[config.mk]
export PLATFORM = sky130hd
export DESIGN_NAME = k16_mul_seq
export DESIGN_NICKNAME = d
export VERILOG_FILES = /design/src/rtl/k16_alu_pkg.sv /design/src/rtl/k16_mul_seq.sv
export SDC_FILE = /design/constraint.sdc
export NUM_CORES = 1
export LEC_CHECK = 0
export BUFFER_PORTS_ARGS = -buffer_cell sky130_fd_sc_hd__buf_2
export CAP_MARGIN = 25
export CORE_ASPECT_RATIO = 2
export CORE_MARGIN = 10
export CORE_UTILIZATION = 55
export CTS_CLUSTER_DIAMETER = 60
export CTS_CLUSTER_SIZE = 16
export DETAILED_ROUTE_END_ITERATION = 8
export PLACE_DENSITY = 0.9
export SYNTH_ARGS = -nofsm -noshare
export SYNTH_HDL_FRONTEND = slang
export SYNTH_SLANG_ARGS = --single-unit
[constraint.sdc]
create_clock -name clk -period 4.42 [get_ports clk]
set_input_delay 0.221 -clock clk [delete_from_list [all_inputs] [get_ports clk]]
set_output_delay 0.221 -clock clk [all_outputs]
set_load 0.03 [all_outputs]
[src/rtl/k16_alu_pkg.sv]
// Shared K16 ALU encodings and the multiply sequencer state type.
// Defining K16_MUL_SIGNED_EN adds the negation states used for two's-complement multiplies.
package k16_alu_pkg;

  localparam logic [1:0] ALU_OP   = 2'b00;
  localparam logic [1:0] SHIFT_OP = 2'b01;
  localparam logic [1:0] LOAD_OP  = 2'b10;

  // SBC and ROR share a code; the operation type tells them apart.
  localparam logic [2:0] ALU_ADD = 3'b000;
  localparam logic [2:0] ALU_SUB = 3'b010;
  localparam logic [2:0] ALU_SBC = 3'b011;
  localparam logic [2:0] ALU_ROR = 3'b011;

`ifdef K16_MUL_SIGNED_EN
  typedef enum logic [3:0] {
    ST_IDLE, ST_ADD, ST_SHA, ST_SHQ, ST_DONE,
    ST_NEGM, ST_NEGQ, ST_NEGL, ST_NEGH
  } mul_state_t;
`else
  typedef enum logic [2:0] {
    ST_IDLE, ST_ADD, ST_SHA, ST_SHQ, ST_DONE
  } mul_state_t;
`endif

endpackage

[src/rtl/k16_mul_seq.sv]
// Shift-and-add 16x16 multiplier that borrows the shared K16 ALU while busy.
// Defining K16_MUL_SIGNED_EN adds the signed_op port and the sign-fixup states.
module k16_mul_seq
  import k16_alu_pkg::*;
#(
  parameter int WIDTH = 16,
  parameter int ITERS = 16
) (
  input  logic             clk,
  input  logic             reset,
  input  logic             start,
  input  logic [WIDTH-1:0] multiplicand,
  input  logic [WIDTH-1:0] multiplier,
`ifdef K16_MUL_SIGNED_EN
  input  logic             signed_op,
`endif
  output logic             busy,
  output logic             done,
  output logic [WIDTH-1:0] product_hi,
  output logic [WIDTH-1:0] product_lo,
  output logic [WIDTH-1:0] alu_operand1,
  output logic [WIDTH-1:0] alu_operand2,
  output logic             alu_carry_in,
  output logic [1:0]       alu_operation_type,
  output logic [2:0]       alu_operation,
  input  logic [WIDTH-1:0] alu_result,
  input  logic             alu_carry_out,
  input  logic             alu_zero_out,
  input  logic             alu_negative_out
);

  mul_state_t       state;
  logic [WIDTH-1:0] acc;
  logic [WIDTH-1:0] mq;
  logic [WIDTH-1:0] mcand;
  logic             carry;
  logic [4:0]       count;
  logic             unused_flags;

`ifdef K16_MUL_SIGNED_EN
  logic signed_mode;
  logic negate_result;
`endif

  assign unused_flags = alu_zero_out ^ alu_negative_out;

  // ALU drive is purely combinational so the result lands on the same edge.
  always_comb begin
    alu_operand1       = '0;
    alu_operand2       = '0;
    alu_carry_in       = 1'b0;
    alu_operation_type = ALU_OP;
    alu_operation      = ALU_ADD;
    case (state)
      ST_ADD: begin
        alu_operand1 = acc;
        alu_operand2 = mcand;
      end
      ST_SHA: begin
        alu_operation_type = SHIFT_OP;
        alu_operation      = ALU_ROR;
        alu_operand1       = acc;
        alu_carry_in       = carry;
      end
      ST_SHQ: begin
        alu_operation_type = SHIFT_OP;
        alu_operation      = ALU_ROR;
        alu_operand1       = mq;
        alu_carry_in       = carry;
      end
`ifdef K16_MUL_SIGNED_EN
      ST_NEGM: begin
        alu_operation = ALU_SUB;
        alu_operand2  = mcand;
      end
      ST_NEGQ, ST_NEGL: begin
        alu_operation = ALU_SUB;
        alu_operand2  = mq;
      end
      ST_NEGH: begin
        alu_operation = ALU_SBC;
        alu_operand2  = acc;
        alu_carry_in  = carry;
      end
`endif
      default: ;
    endcase
  end

  always_ff @(posedge clk or posedge reset) begin
    if (reset) begin
      state      <= ST_IDLE;
      acc        <= '0;
      mq         <= '0;
      mcand      <= '0;
      carry      <= 1'b0;
      count      <= '0;
      busy       <= 1'b0;
      done       <= 1'b0;
      product_hi <= '0;
      product_lo <= '0;
`ifdef K16_MUL_SIGNED_EN
      signed_mode   <= 1'b0;
      negate_result <= 1'b0;
`endif
    end else begin
      case (state)
        ST_IDLE: begin
          done <= 1'b0;
          if (start) begin
            mcand <= multiplicand;
            mq    <= multiplier;
            acc   <= '0;
            carry <= 1'b0;
            count <= '0;
            busy  <= 1'b1;
`ifdef K16_MUL_SIGNED_EN
            signed_mode   <= signed_op;
            negate_result <= signed_op & (multiplicand[WIDTH-1] ^ multiplier[WIDTH-1]);
            state         <= signed_op ? ST_NEGM : ST_ADD;
`else
            state <= ST_ADD;
`endif
          end
        end
        ST_ADD: begin
          if (mq[0]) begin
            acc   <= alu_result;
            carry <= alu_carry_out;
          end else begin
            carry <= 1'b0;
          end
          state <= ST_SHA;
        end
        ST_SHA: begin
          acc   <= alu_result;
          carry <= alu_carry_out;
          state <= ST_SHQ;
        end
        ST_SHQ: begin
          mq    <= alu_result;
          count <= count + 5'd1;
          if (count == 5'(ITERS - 1)) begin
`ifdef K16_MUL_SIGNED_EN
            if (signed_mode) begin
              state <= ST_NEGL;
            end else begin
              product_hi <= acc;
              product_lo <= alu_result;
              busy       <= 1'b0;
              done       <= 1'b1;
              state      <= ST_DONE;
            end
`else
            // Products load on the edge into DONE so they are valid alongside done.
            product_hi <= acc;
            product_lo <= alu_result;
            busy       <= 1'b0;
            done       <= 1'b1;
            state      <= ST_DONE;
`endif
          end else begin
            state <= ST_ADD;
          end
        end
`ifdef K16_MUL_SIGNED_EN
        ST_NEGM: begin
          if (mcand[WIDTH-1]) mcand <= alu_result;
          state <= ST_NEGQ;
        end
        ST_NEGQ: begin
          if (mq[WIDTH-1]) mq <= alu_result;
          state <= ST_ADD;
        end
        ST_NEGL: begin
          carry <= alu_carry_out;
          if (negate_result) mq <= alu_result;
          state <= ST_NEGH;
        end
        ST_NEGH: begin
          if (negate_result) acc <= alu_result;
          product_hi <= negate_result ? alu_result : acc;
          product_lo <= mq;
          busy       <= 1'b0;
          done       <= 1'b1;
          state      <= ST_DONE;
        end
`endif
        ST_DONE: begin
          done  <= 1'b0;
          state <= ST_IDLE;
        end
        default: state <= ST_IDLE;
      endcase
    end
  end

endmodule

==> results.sh <==
export IMPL_layout_drive_gt1_share_pct=44.5
export IMPL_timing_final_max_slew_violations=0
export IMPL_cap_violations=0
export IMPL_worstRegToRegCells=5
export IMPL_critical_path_top_delay_family="simple AND/OR/NAND/NOR gates"
export IMPL_antenna_found_initial=0
export IMPL_rows=44
export IMPL_die_w_um=81.5
export IMPL_drtIter0Drc=154
export IMPL_start_kind="flop"
export IMPL_hp_class="in -> reg"
export IMPL_nNetsFinal=518
export IMPL_synth_compound_area_share_pct=9.40
export IMPL_worstReg2RegStart="state[2]$_DFFE_PP0P_"
export IMPL_final_common_cell="buf_2"
export IMPL_synth_flop_cell="dfrtp_1"
export IMPL_synthTopCellsByArea="dfrtp_1 (55%), mux2_2 (13%), nand2_1 (4.5%)"
export IMPL_period_minus_slack_ns=2.91
export IMPL_dr_pass1_iters=4
export IMPL_fmax_mhz=343
export IMPL_whs_path_depth=3
export IMPL_clock_skew_ns=0.00756
export IMPL_yosysUniqueCellTypes=39
export IMPL_grt_use_total_pct=18.9
export IMPL_power_leakage_nw=2.63
export IMPL_ff_latch_area_sq_um=2280
export IMPL_cts_buffers=9
export IMPL_cts_max_level=3
export IMPL_tns_ns=0
export IMPL_yosys_area_share_simple_pct=16.5
export IMPL_path_buf_inv=2
export IMPL_synthAdderAreaFrac_pct=0.601
export IMPL_cts_resized=0
export IMPL_syn_avg_cell_area_sq_um=11.8
export IMPL_grt_overflow=0
export IMPL_via_count=3093
export IMPL_path_cells="and3b_1 -> buf_4 -> nand2_2 -> inv_2 -> mux2_2"
export IMPL_start_util_pct=56.9
export IMPL_place_inst=542
export IMPL_cts_clk_slew_worst_paths_ns=0.06
export IMPL_synthMuxAreaShare_pct=13.2
export IMPL_pin_count=126
export IMPL_ys_ff_latch=91
export IMPL_min_from="multiplicand[2]"
export IMPL_cts_root_buf="clkbuf_16"
export IMPL_wl_per_cell_um=19.4
export IMPL_seq_area_frac_synth_pct=54.7
export IMPL_clk_path_buf_depth=2
export IMPL_synth_xor_area_share_pct=0.391
export IMPL_insertedDiodeCount=0
export IMPL_finalCritPeriodShare_pct=65.9
export IMPL_setup_viol=0
export IMPL_hold_end="mcand[2]$_DFFE_PP0P_"
export IMPL_synth_top_family_by_area="simple AND/OR/NAND/NOR gates"
export IMPL_yosys_area_top_type="dfrtp_1"
export IMPL_vdd_ir_drop_max_v=0.000271
export IMPL_cp_end_kind="flop"
export IMPL_reg2reg_to="product_hi[12]$_DFFE_PP0P_"
export IMPL_worstSkewPairLatency_ns=0.34
export IMPL_multi_input_area_sq_um=1680
export IMPL_cts_sinks=91
export IMPL_synthCells=352
export IMPL_grt_pass1_wl_um=16700
export IMPL_drc=0
export IMPL_postRouteAntennaNets=0
export IMPL_portBuffers=121
export IMPL_fillCellCount=556
export IMPL_die_h_um=143
export IMPL_hold_viol_final=0
export IMPL_async_flop_share_pct=100
export IMPL_design_core_area_sq_um=7320
export IMPL_cts_hold_buf=1
export IMPL_worstPathMaxFanout=36
export IMPL_status="finished, final reports clean"
export IMPL_ys_warn_count=0
export IMPL_post_cts_setup_buffers=0
export IMPL_die_area_sq_um=11700
export IMPL_critPathKind="reg -> reg"
export IMPL_critical_path_slowest_cell="dfrtp_1"
export IMPL_rsz0062_at_grt="false"
export IMPL_syn_area_sq_um=4170
export IMPL_routed_wl_um=10900
export IMPL_cts_tree="built"
export IMPL_syn_to_final_growth_pct=21.5
export IMPL_r2r_slack_ns=1.51
export IMPL_synth_top_area_share_pct=54.7
export IMPL_arrival_ns=3.14
export IMPL_place_detailed_hpwl_um=7780
export IMPL_fin_cells=559
export IMPL_critPathMaxStageDelay_ns=0.75
export IMPL_max_slew_margin_pct=32.1
export IMPL_synth_edff_count=0
export IMPL_cp_required_ns=4.64
export IMPL_grt_max_degree=59
export IMPL_via_per_inst=5.53
export IMPL_layout_common_cells="buf_2 (121), dfrtp_1 (91), nand2_1 (50)"
export IMPL_place_gp_congestion=0.811
export IMPL_p_per_area_nw_per_um2=360
export IMPL_first_global_vias=3301
export IMPL_tightest_slew_ns=1.02
[cells in the mapped netlist, types with 5 or more instances]
library cell and count:
nor3b_1 19, and2_1 17, clkbuf_1 8, nor3_1 16, mux2_2 48, nor2_1 18
dfrtp_1 91, nand2_1 50, a22o_1 17, buf_6 8, buf_2 8, o22ai_2 11
buf_4 5, o22ai_1 5
[logic make-up after synthesis]
logic type	after synthesis
multiplexers	49
AO/OA/AOI/OAI	43
flip-flops	91
AND/OR/NAND/NOR	132
buffers and inverters	33
other	1
XOR/XNOR	1
adder cells (fa/ha/maj)	2
[through the flow]
step	hold WS [ns]	cell area [sq um]	utilization, %	worst slack (ns)	total power [W]
after floorplan	0.326	4170	-	1.84	0.000998
after global placement	0.279	4720	64.5	1.61	0.00106
after detailed placement	0.292	4740	64.7	1.54	0.00107
after CTS	0.0613	5060	69.1	1.52	0.00184
after global routing	0.0741	5060	69.1	1.38	0.00188
final	0.0689	5060	69.1	1.51	0.00182
[final cells by class]
| cell class | instances | area share, % |
|---|---|---|
| sequential | 91 | 45.0 |
| timing repair buffer | 127 | 13.1 |
| clock buffer | 16 | 6.16 |
| tap | 92 | 2.27 |
| multi-input combinational | 229 | 33.2 |
| inverter | 4 | 0.321 |
[worst reg2reg max path, delay by kind of cell, from the launching register on]
| kind | cells | cell delay [ns] |
|---|---|---|
| flops | 1 | 0.75 |
| buf+inv | 2 | 0.82 |
| mux | 1 | 0.39 |
| simple gates | 2 | 0.83 |
[worst max-delay path by stage]
stage                              start                         end  slack, ns  cells past startpoint
finish              state[2]$_DFFE_PP0P_  product_hi[12]$_DFFE_PP0P_       1.51                      5
global route        state[2]$_DFFE_PP0P_   product_hi[5]$_DFFE_PP0P_       1.38                      5
CTS                 state[2]$_DFFE_PP0P_  product_hi[12]$_DFFE_PP0P_       1.52                      5
detailed placement  state[2]$_DFFE_PP0P_   product_hi[4]$_DFFE_PP0P_       1.54                      5
global placement    state[2]$_DFFE_PP0P_   product_hi[6]$_DFFE_PP0P_       1.61                      5
floorplan                          reset          acc[0]$_DFFE_PP0P_       1.84                      1
[power by group]
part | switching (W) | total [W] | internal, W
sequential | 0.0000206 | 0.000888 | 0.000867
combinational | 0.0000983 | 0.000161 | 0.0000627
clock | 0.000300 | 0.000774 | 0.000474
[flip-flops by register name, summed over array words and instances (netlist names)]
register    flops
acc            16
state           3
product_hi     16
mq             16
carry           1
busy            1
product_lo     16
done            1
mcand          16
count           5
[metal layers]
metal  vias up  global-route usage [%]  share of wire [%]
met1      1522                    19.0                 36
met3        26                    5.53                8.0
li1       1431                       -                  -
met5         -                       0                  0
met2       114                    33.8                 54
met4         0                    8.89                2.8
Power figures use the tool's default switching activity.
